[config.mk]
export PLATFORM = sky130hd
export DESIGN_NAME = fabric_fle_param
export DESIGN_NICKNAME = d
export VERILOG_FILES = /design/src/rtl/fabric_fle_pkg.sv /design/src/rtl/fabric_fle_lut.sv /design/src/rtl/fabric_fle_param.sv
export SDC_FILE = /design/constraint.sdc
export NUM_CORES = 1
export LEC_CHECK = 0
export CAP_MARGIN = 20
export CORE_UTILIZATION = 49
export DETAILED_ROUTE_END_ITERATION = 12
export PLACE_DENSITY = 0.71
export SLEW_MARGIN = 20
export SYNTH_ARGS = -nofsm -noshare
export SYNTH_HDL_FRONTEND = slang
export SYNTH_SLANG_ARGS = --single-unit
[constraint.sdc]
create_clock -name fabric_clk -period 1.6 [get_ports fabric_clk]
set_clock_uncertainty 0.05 [all_clocks]
set_input_delay 0.16 -clock fabric_clk [delete_from_list [all_inputs] [get_ports fabric_clk]]
set_output_delay 0.16 -clock fabric_clk [all_outputs]
set_load 0.02 [all_outputs]
[src/rtl/fabric_fle_pkg.sv]
// Shared types and chain-layout helpers for the fracturable logic element.
// Chain layout: mask | frac | carry | dsel[NUM_FF] | osel[NUM_FF], LSB first.
package fabric_fle_pkg;

    typedef enum logic [1:0] {
        ST_UNCONF = 2'd0,
        ST_LOAD   = 2'd1,
        ST_ACTIVE = 2'd2,
        ST_ERROR  = 2'd3
    } fle_state_e;

    function automatic int chain_len(input int k, input int n);
        return (1 << k) + 2 + 2 * n;
    endfunction

    function automatic int frac_off(input int k);
        return (1 << k);
    endfunction

    function automatic int carry_off(input int k);
        return (1 << k) + 1;
    endfunction

    function automatic int dsel_off(input int k);
        return (1 << k) + 2;
    endfunction

    function automatic int osel_off(input int k, input int n);
        return (1 << k) + 2 + n;
    endfunction

endpackage

[src/rtl/fabric_fle_lut.sv]
// Combinational K-input LUT: whole, fractured into two (K-1)-LUTs, or carry cell.
module fabric_fle_lut
    import fabric_fle_pkg::*;
#(
    parameter int LUT_K = 4
) (
    input  logic [(1<<LUT_K)-1:0] mask_i,
    input  logic                  frac_i,
    input  logic                  carry_i,
    input  logic [LUT_K-1:0]      lut_in_i,
    input  logic                  cin_i,
    output logic                  lut_o0_o,
    output logic                  lut_o1_o,
    output logic                  cout_o
);

    localparam int HALF = 1 << (LUT_K - 1);

    logic [HALF-1:0] mask_lo;
    logic [HALF-1:0] mask_hi;
    logic            lo;
    logic            hi;
    logic            full;

    assign mask_lo = mask_i[HALF-1:0];
    assign mask_hi = mask_i[2*HALF-1:HALF];
    assign lo      = mask_lo[lut_in_i[LUT_K-2:0]];
    assign hi      = mask_hi[lut_in_i[LUT_K-2:0]];
    assign full    = lut_in_i[LUT_K-1] ? hi : lo;

    // Carry mode takes priority over fracture.
    always_comb begin
        lut_o0_o = full;
        lut_o1_o = full;
        cout_o   = 1'b0;
        if (carry_i) begin
            lut_o0_o = lo ^ cin_i;
            lut_o1_o = lo ^ cin_i;
            cout_o   = lo ? cin_i : hi;
        end else if (frac_i) begin
            lut_o0_o = lo;
            lut_o1_o = hi;
        end
    end

endmodule

[src/rtl/fabric_fle_param.sv]
// Fracturable logic element: serial config chain, load-check FSM, scannable FFs, output muxes.
// Optional FABRIC_FLE_READBACK_EN adds ccff_rotate to recirculate the chain through ccff_tail.
//
// state     | meaning
// UNCONF    | out of reset, no configuration loaded yet
// LOAD      | chain shifting, shifts being counted
// ACTIVE    | last load had exactly CHAIN_LEN bits; element live
// ERROR     | last load had the wrong bit count; outputs held at 0
module fabric_fle_param
    import fabric_fle_pkg::*;
#(
    parameter int LUT_K  = 4,
    parameter int NUM_FF = 2
) (
    input  logic              fabric_clk,
    input  logic              fabric_reset,
    input  logic              config_enable,
    input  logic              Test_en,
    input  logic [LUT_K-1:0]  fabric_in,
    input  logic              fabric_cin,
    input  logic              fabric_sc_in,
    input  logic              fabric_ce,
    input  logic              ccff_head,
`ifdef FABRIC_FLE_READBACK_EN
    input  logic              ccff_rotate,
`endif
    output logic [NUM_FF-1:0] fabric_out,
    output logic              fabric_cout,
    output logic              fabric_sc_out,
    output logic              ccff_tail,
    output logic              config_done,
    output logic              cfg_err
);

    localparam int CHAIN_LEN = chain_len(LUT_K, NUM_FF);
    localparam int MASK_W    = 1 << LUT_K;
    localparam int FRAC_OFF  = frac_off(LUT_K);
    localparam int CARRY_OFF = carry_off(LUT_K);
    localparam int DSEL_OFF  = dsel_off(LUT_K);
    localparam int OSEL_OFF  = osel_off(LUT_K, NUM_FF);
    localparam int CNT_W     = $clog2(CHAIN_LEN + 2);
    localparam logic [CNT_W-1:0] CNT_FULL = CNT_W'(CHAIN_LEN);
    localparam logic [CNT_W-1:0] CNT_SAT  = CNT_W'(CHAIN_LEN + 1);

    logic [CHAIN_LEN-1:0] chain_q, chain_d;
    logic [NUM_FF-1:0]    ff_q, ff_d;
    logic [CNT_W-1:0]     cnt_q, cnt_d;
    fle_state_e           state_q, state_d;

    logic [MASK_W-1:0] mask;
    logic              frac;
    logic              carry;
    logic [NUM_FF-1:0] dsel;
    logic [NUM_FF-1:0] osel;
    logic              feed;
    logic              active;
    logic              ff_upd;
    logic              lut_o0, lut_o1, lut_cout;
    logic [1:0]        lut_o;
    logic [NUM_FF-1:0] scan_src;
    logic [NUM_FF-1:0] chain_src;

    assign mask  = chain_q[MASK_W-1:0];
    assign frac  = chain_q[FRAC_OFF];
    assign carry = chain_q[CARRY_OFF];
    assign dsel  = chain_q[DSEL_OFF +: NUM_FF];
    assign osel  = chain_q[OSEL_OFF +: NUM_FF];

`ifdef FABRIC_FLE_READBACK_EN
    assign feed = ccff_rotate ? chain_q[CHAIN_LEN-1] : ccff_head;
`else
    assign feed = ccff_head;
`endif

    always_comb begin
        chain_d = chain_q;
        if (config_enable) begin
            chain_d = {chain_q[CHAIN_LEN-2:0], feed};
        end
    end

    // Counter is loaded with 1 on entry because the entering cycle is itself a shift.
    always_comb begin
        state_d = state_q;
        cnt_d   = cnt_q;
        case (state_q)
            ST_LOAD: begin
                if (config_enable) begin
                    if (cnt_q != CNT_SAT) begin
                        cnt_d = cnt_q + CNT_W'(1);
                    end
                end else begin
                    state_d = (cnt_q == CNT_FULL) ? ST_ACTIVE : ST_ERROR;
                end
            end
            ST_UNCONF, ST_ACTIVE, ST_ERROR: begin
                if (config_enable) begin
                    state_d = ST_LOAD;
                    cnt_d   = CNT_W'(1);
                end
            end
            default: state_d = ST_UNCONF;
        endcase
    end

    fabric_fle_lut #(
        .LUT_K (LUT_K)
    ) u_lut (
        .mask_i   (mask),
        .frac_i   (frac),
        .carry_i  (carry),
        .lut_in_i (fabric_in),
        .cin_i    (fabric_cin),
        .lut_o0_o (lut_o0),
        .lut_o1_o (lut_o1),
        .cout_o   (lut_cout)
    );

    assign lut_o  = {lut_o1, lut_o0};
    assign active = (state_q == ST_ACTIVE);
    // A rising config_enable blocks the user update in the same cycle.
    assign ff_upd = active && !config_enable && (fabric_ce || Test_en);

    assign scan_src  = NUM_FF'({ff_q, fabric_sc_in});
    assign chain_src = NUM_FF'({ff_q, lut_o1});

    always_comb begin
        ff_d = ff_q;
        if (ff_upd) begin
            for (int i = 0; i < NUM_FF; i++) begin
                if (Test_en) begin
                    ff_d[i] = scan_src[i];
                end else if (dsel[i]) begin
                    ff_d[i] = chain_src[i];
                end else begin
                    ff_d[i] = lut_o[i % 2];
                end
            end
        end
    end

    always_comb begin
        fabric_out = '0;
        if (active) begin
            for (int i = 0; i < NUM_FF; i++) begin
                fabric_out[i] = osel[i] ? ff_q[i] : lut_o[i % 2];
            end
        end
    end

    assign fabric_cout   = active & lut_cout;
    assign fabric_sc_out = ff_q[NUM_FF-1];
    assign ccff_tail     = chain_q[CHAIN_LEN-1];
    assign config_done   = active;
    assign cfg_err       = (state_q == ST_ERROR);

    always_ff @(posedge fabric_clk or negedge fabric_reset) begin
        if (!fabric_reset) begin
            chain_q <= '0;
            ff_q    <= '0;
            cnt_q   <= '0;
            state_q <= ST_UNCONF;
        end else begin
            chain_q <= chain_d;
            ff_q    <= ff_d;
            cnt_q   <= cnt_d;
            state_q <= state_d;
        end
    end

endmodule
======== After elaboration in Yosys (flattened, before gate mapping) ========
Index checks and enable logic that the tools add are counted.
Widths: inputs -> output; s select.
storage, ports and cells
  register bits ........................... 31
  ROM bits ................................ 0
  input bits .............................. 12
  bits in latches ......................... 0
  memory bits (writable) .................. 0
  memories ................................ 0
  word-level logic and storage cells ...... 51
  output and inout bits ................... 7
cells by class
  $add $sub $neg .......................... 1
  bitwise operators ....................... 2
  div/mod/pow operators ................... 0
  eq/ne operators ......................... 9
  shift operators ......................... 0
  muxes and demuxes ....................... 26
  magnitude comparators ................... 1
  multipliers ............................. 0
  reduce and logical (&&, ||, !) cells .... 8
operators with widths
  operator             count
  $mux 1               16
  $mux 5               3
  $pmux 5 s2           1
  $ne 2x2->1 const B   4
  $bmux 1 s3           2
  $mux 2               3
  $add 5x1->5 const B  1
  $eq 5x5->1 const B   1
  $ne 5x5->1 const B   1
  $eq 2x2->1 const B   2
  $lt 3x4->1 const B   1
  $pmux 2 s2           1
  $reduce_and 3->1     1
  $reduce_or 3->1      1
  $eq 2x1->1 const B   1
  $logic_and 1x1->1    2
  $logic_not 2->1      1
  $reduce_and 2->1     1
  $and 1x1->1          1
  $logic_not 1->1      1
  $logic_or 1x1->1     1
  $xor 1x1->1          1

======== Depth between registers and ports, before layout ========
  word-level depth ........................ 7
  mapped depth ............................ 6
  gate-level depth less buffers ........... 5

======== By module ========
Synthesis repeated with hierarchy kept, for this count alone.
unflattened totals
  cells, all modules ...................... 121
  area total of the unflattened synthesis .. 1595.3 µm²
by module, submodules not included
  module            area an instance (µm²)  cells an instance  seq. area each (µm²)  times used
  fabric_fle_param  1370.1                  102                775.7                 1
  fabric_fle_lut    225.2                   19                 0.0                   1

======== Worst setup path after synthesis ========
OpenSTA, ideal clock, no wires.
  path type ............................... register to output
  from .................................... reg chain_q[1]
  to ...................................... out fabric_out[0]
  required time ........................... 1390 ps
  slack ................................... -431 ps
  buffers on the path ..................... 0
  data arrival time ....................... 1821 ps
  stages on the path, launching flop included .. 6
  cells stage by stage .................... dfrtp_1 > mux4_1 > mux2i_4 > o2bb2ai_1 > nor3_1 > nor3_1
on the way
  cells in the longest elaborated chain, start to end .. 7
  elaborated cells between the ends (all ways) .. 8
  classes of those cells .................. mux: 7; bitwise: 1
RTL lines
  element                         line                     text
  start, declared                 fabric_fle_param.sv:45   logic [CHAIN_LEN-1:0] chain_q, chain_d;
  start signal, assigned          fabric_fle_param.sv:164  chain_q <= chain_d;
  $bmux 1 s3 *                    fabric_fle_lut.sv:27     assign lo = mask_lo[lut_in_i[LUT_K-2:0]];
  $mux 1 (not written as such) *  fabric_fle_lut.sv:27
  $mux 1                          fabric_fle_lut.sv:29     assign full = lut_in_i[LUT_K-1] ? hi : lo;
  $mux 1                          fabric_fle_lut.sv:40     end else if (frac_i) begin
  $mux 1 *                        fabric_fle_lut.sv:36     if (carry_i) begin
  $mux 1 *                        fabric_fle_param.sv:146  fabric_out[i] = osel[i] ? ff_q[i] : lut_o[i % 2];
  $mux 2 *                        fabric_fle_param.sv:144  if (active) begin
  end, declared                   fabric_fle_param.sv:27   output logic [NUM_FF-1:0] fabric_out,
Every way passes the cells marked *; elsewhere a longest branch is shown, timed or not. The select of a mux whose other input is x is not followed.

======== Worst setup path in the final report ========
  from .................................... reg chain_q[5]
  to ...................................... out fabric_cout
on the way
  cells in the longest elaborated chain, start to end .. 5
RTL lines
  element                       line                     text
  $bmux 1 s3                    fabric_fle_lut.sv:27
  $mux 1 (not written as such)  fabric_fle_lut.sv:27
  $mux 1                        fabric_fle_lut.sv:39     cout_o = lo ? cin_i : hi;
  $mux 1                        fabric_fle_lut.sv:36
  $and 1x1->1                   fabric_fle_param.sv:151  assign fabric_cout = active & lut_cout;
  end, declared                 fabric_fle_param.sv:28   output logic fabric_cout,
Every way passes these cells. The select of a mux whose other input is x is not followed.

==> results.cfg <==
[sta]
fin_crit_ns = 2.25
relSlewSlack_pct = 74.8
setup_tns_ns = -2.31
fin_crit_sh_pct = 141
setup_viol = 5
worstMarginPinSlew_ns = 0.379
rsz0062_at_grt = yes
finalMaxSlewViolations = 0
hold_violations = 0
setup_ws_ns = -0.651
fmax_mhz = 444

[floorplan]
die_h_um = 58.6
die_w_um = 58.6
num_rows = 20
start_util_pct = 51.5
pin_count = 19
dieArea_um2 = 3440
core_area_um2 = 3050

[cts]
htree_levels = 2
root_buffer = clkbuf_4
cts_buffers = 5
clkSinkCount = 31
clk_latency_ns = 0.31
path_clk_slew_ns = 0.09
cts.path.max_buffers = 2
tritoncts = built

[place]
dp_hpwl_um = 2270
place_ws_ns = -1.20
io_buffers = 18
place_congestion = 0.802

[detailed_routing]
drt-total-wl_um = 3150
drt_pass1_iterations = 2
drtIter0Drc = 30
drc = 0
viasPerCell = 5.10
vias = 1183
ant_nets = 0
wl_per_cell_um = 13.6

[power_and_ir_drop]
p_leak_nw = 0.991
p_per_area_nw_per_um2 = 1300
fin_total_pwr_mw = 2.89
peakVddDrop_mv = 0.762

[synthesis]
synth_seq_area_share_pct = 49.4
ys_ff_latch = 31
syn_area_um2 = 1570
syn-num-nets = 142
synth_flop_cell = dfrtp_1
netlist_instances = 128
synth_area_per_cell_um2 = 12.3
yosysWarnings = 0
synth_edf_count = 0
synth.distinct_cells = 38
synthArstFlopShare_pct = 100

[worst_setup_path]
path_max_fanout = 5
reg2reg_to = ff_q[0]$_DFFE_PN0P_
ff2ff_setup_slack_ns = -0.31
startpoint_type = flip-flop
r2r_cells = 6
end_kind = output pin
arrival_ns = 2.04
worstPathRequired_ns = 1.39
reg2reg_from = chain_q[5]$_DFFE_PN0P_
path_class = flip-flop to output pin

[global_routing]
grtUsageTotal_pct = 20.9
grt_max_degree = 32
grt_pass1_wl_um = 5260
antenna_found_initial = 0
grt_pass1_vias = 1249
grt_overflow = 0

[job]
cap_violations = 0

[finish]
syn_to_final_growth_pct = 41.2
layout_commonest_cell = buf_4
final_cell_mix = buf_4 (38), dfrtp_1 (31), mux2_2 (21)
finalNetCount = 201
diodes = 0
nFillCells = 225
drive_gt1_share_pct = 47.9
utilization_pct = 72.7

[hold_path]
hold_class = primary input to asynchronous set/reset pin

[outcome]
status = finished with violations
failed_checks = setup timing
-- Yosys cell counts, types with 2 or more instances --
master    count  share of area, %
dfrtp_1      31                49
ha_1          2               1.6
nor2b_1       4               1.6
and2_1        2              0.80
and3_1        2              0.80
nand2b_1      2              0.80
a21oi_1       6               1.9
buf_1         2              0.48
mux4_1        4               6.7
nor3_1        5               1.6
nand2_1       6               1.4
mux2i_1       4               2.5
o21ai_0       5               1.6
inv_1         4              0.96
mux2_2       21                15
nor2_1        6               1.4
-- worst max path at each step --
stage / cells past startpoint / slack [ns] / to / from
floorplan: 4 / -0.12 / fabric_cout / chain_q[5]$_DFFE_PN0P_
global route: 5 / -0.75 / fabric_cout / chain_q[4]$_DFFE_PN0P_
global placement: 8 / -1.15 / fabric_out[1] / fabric_in[0]
detailed placement: 8 / -1.20 / fabric_out[1] / fabric_in[0]
CTS: 5 / -0.64 / fabric_cout / chain_q[0]$_DFFE_PN0P_
finish: 5 / -0.65 / fabric_cout / chain_q[5]$_DFFE_PN0P_
-- per-layer routing --
metal	routed length [um]	GRT usage, %
met1	1340	23.3
met2	1660	36.6
met3	95	6.15
met4	56	9.86
met5	0	0
-- sequential cells by signal, summed over array words and instances (netlist names) --
| register | flops |
|---|---|
| chain_q | 22 |
| cnt_q | 5 |
| ff_q | 2 |
| state_q | 2 |
-- critical path, cell delays in order, from the launching register on --
cell and delay, ns:
dfrtp_1 0.39, mux4_2 0.50, mux2i_4 0.27, mux2i_2 0.26, and3_4 0.20, buf_6 0.11
-- what timing repair did --
action	in CTS	in global routing
buffers inserted	3	2
pin swaps	0	1
setup endpoints to repair	7	9
resized for setup	19	6
hold buffers	0	0
-- final cells by class --
class	instances	area (um2)	area share [%]
sequential	31	776	35.0
inverter	4	15.0	0.677
multi-input combinational	89	833	37.6
timing repair buffer	56	470	21.2
tap	44	55.1	2.48
clock buffer	8	68.8	3.10
-- per-stage QoR --
stage / area [um2] / instances / hold slack (ns)
4_1_cts: 2190 / 230 / 0.175
3_3_place_gp: 2100 / 219 / 0.418
3_5_place_dp: 2100 / 219 / 0.431
5_1_grt: 2220 / 232 / 0.182
6_report: 2220 / 232 / 0.178
2_1_floorplan: 1620 / 128 / -0.186
-- cell families (layout without fill, tap and decap cells) --
logic type	after synthesis	after routing	synth area share, %
adders and majority gates	2	2	1.59
and+or+nand+nor	34	34	11.6
AOI/OAI and AO/OA	22	22	9.16
buffers and inverters	8	68	1.99
DFF	31	31	49.4
xor gates and xnor gates	1	1	0.557
muxes	30	30	25.7
-- where the power goes --
part | switching (mW) | internal, mW
Combinational | 0.459 | 0.718
Sequential | 0.185 | 1.03
Clock | 0.243 | 0.258
Power figures use the tool's default switching activity.
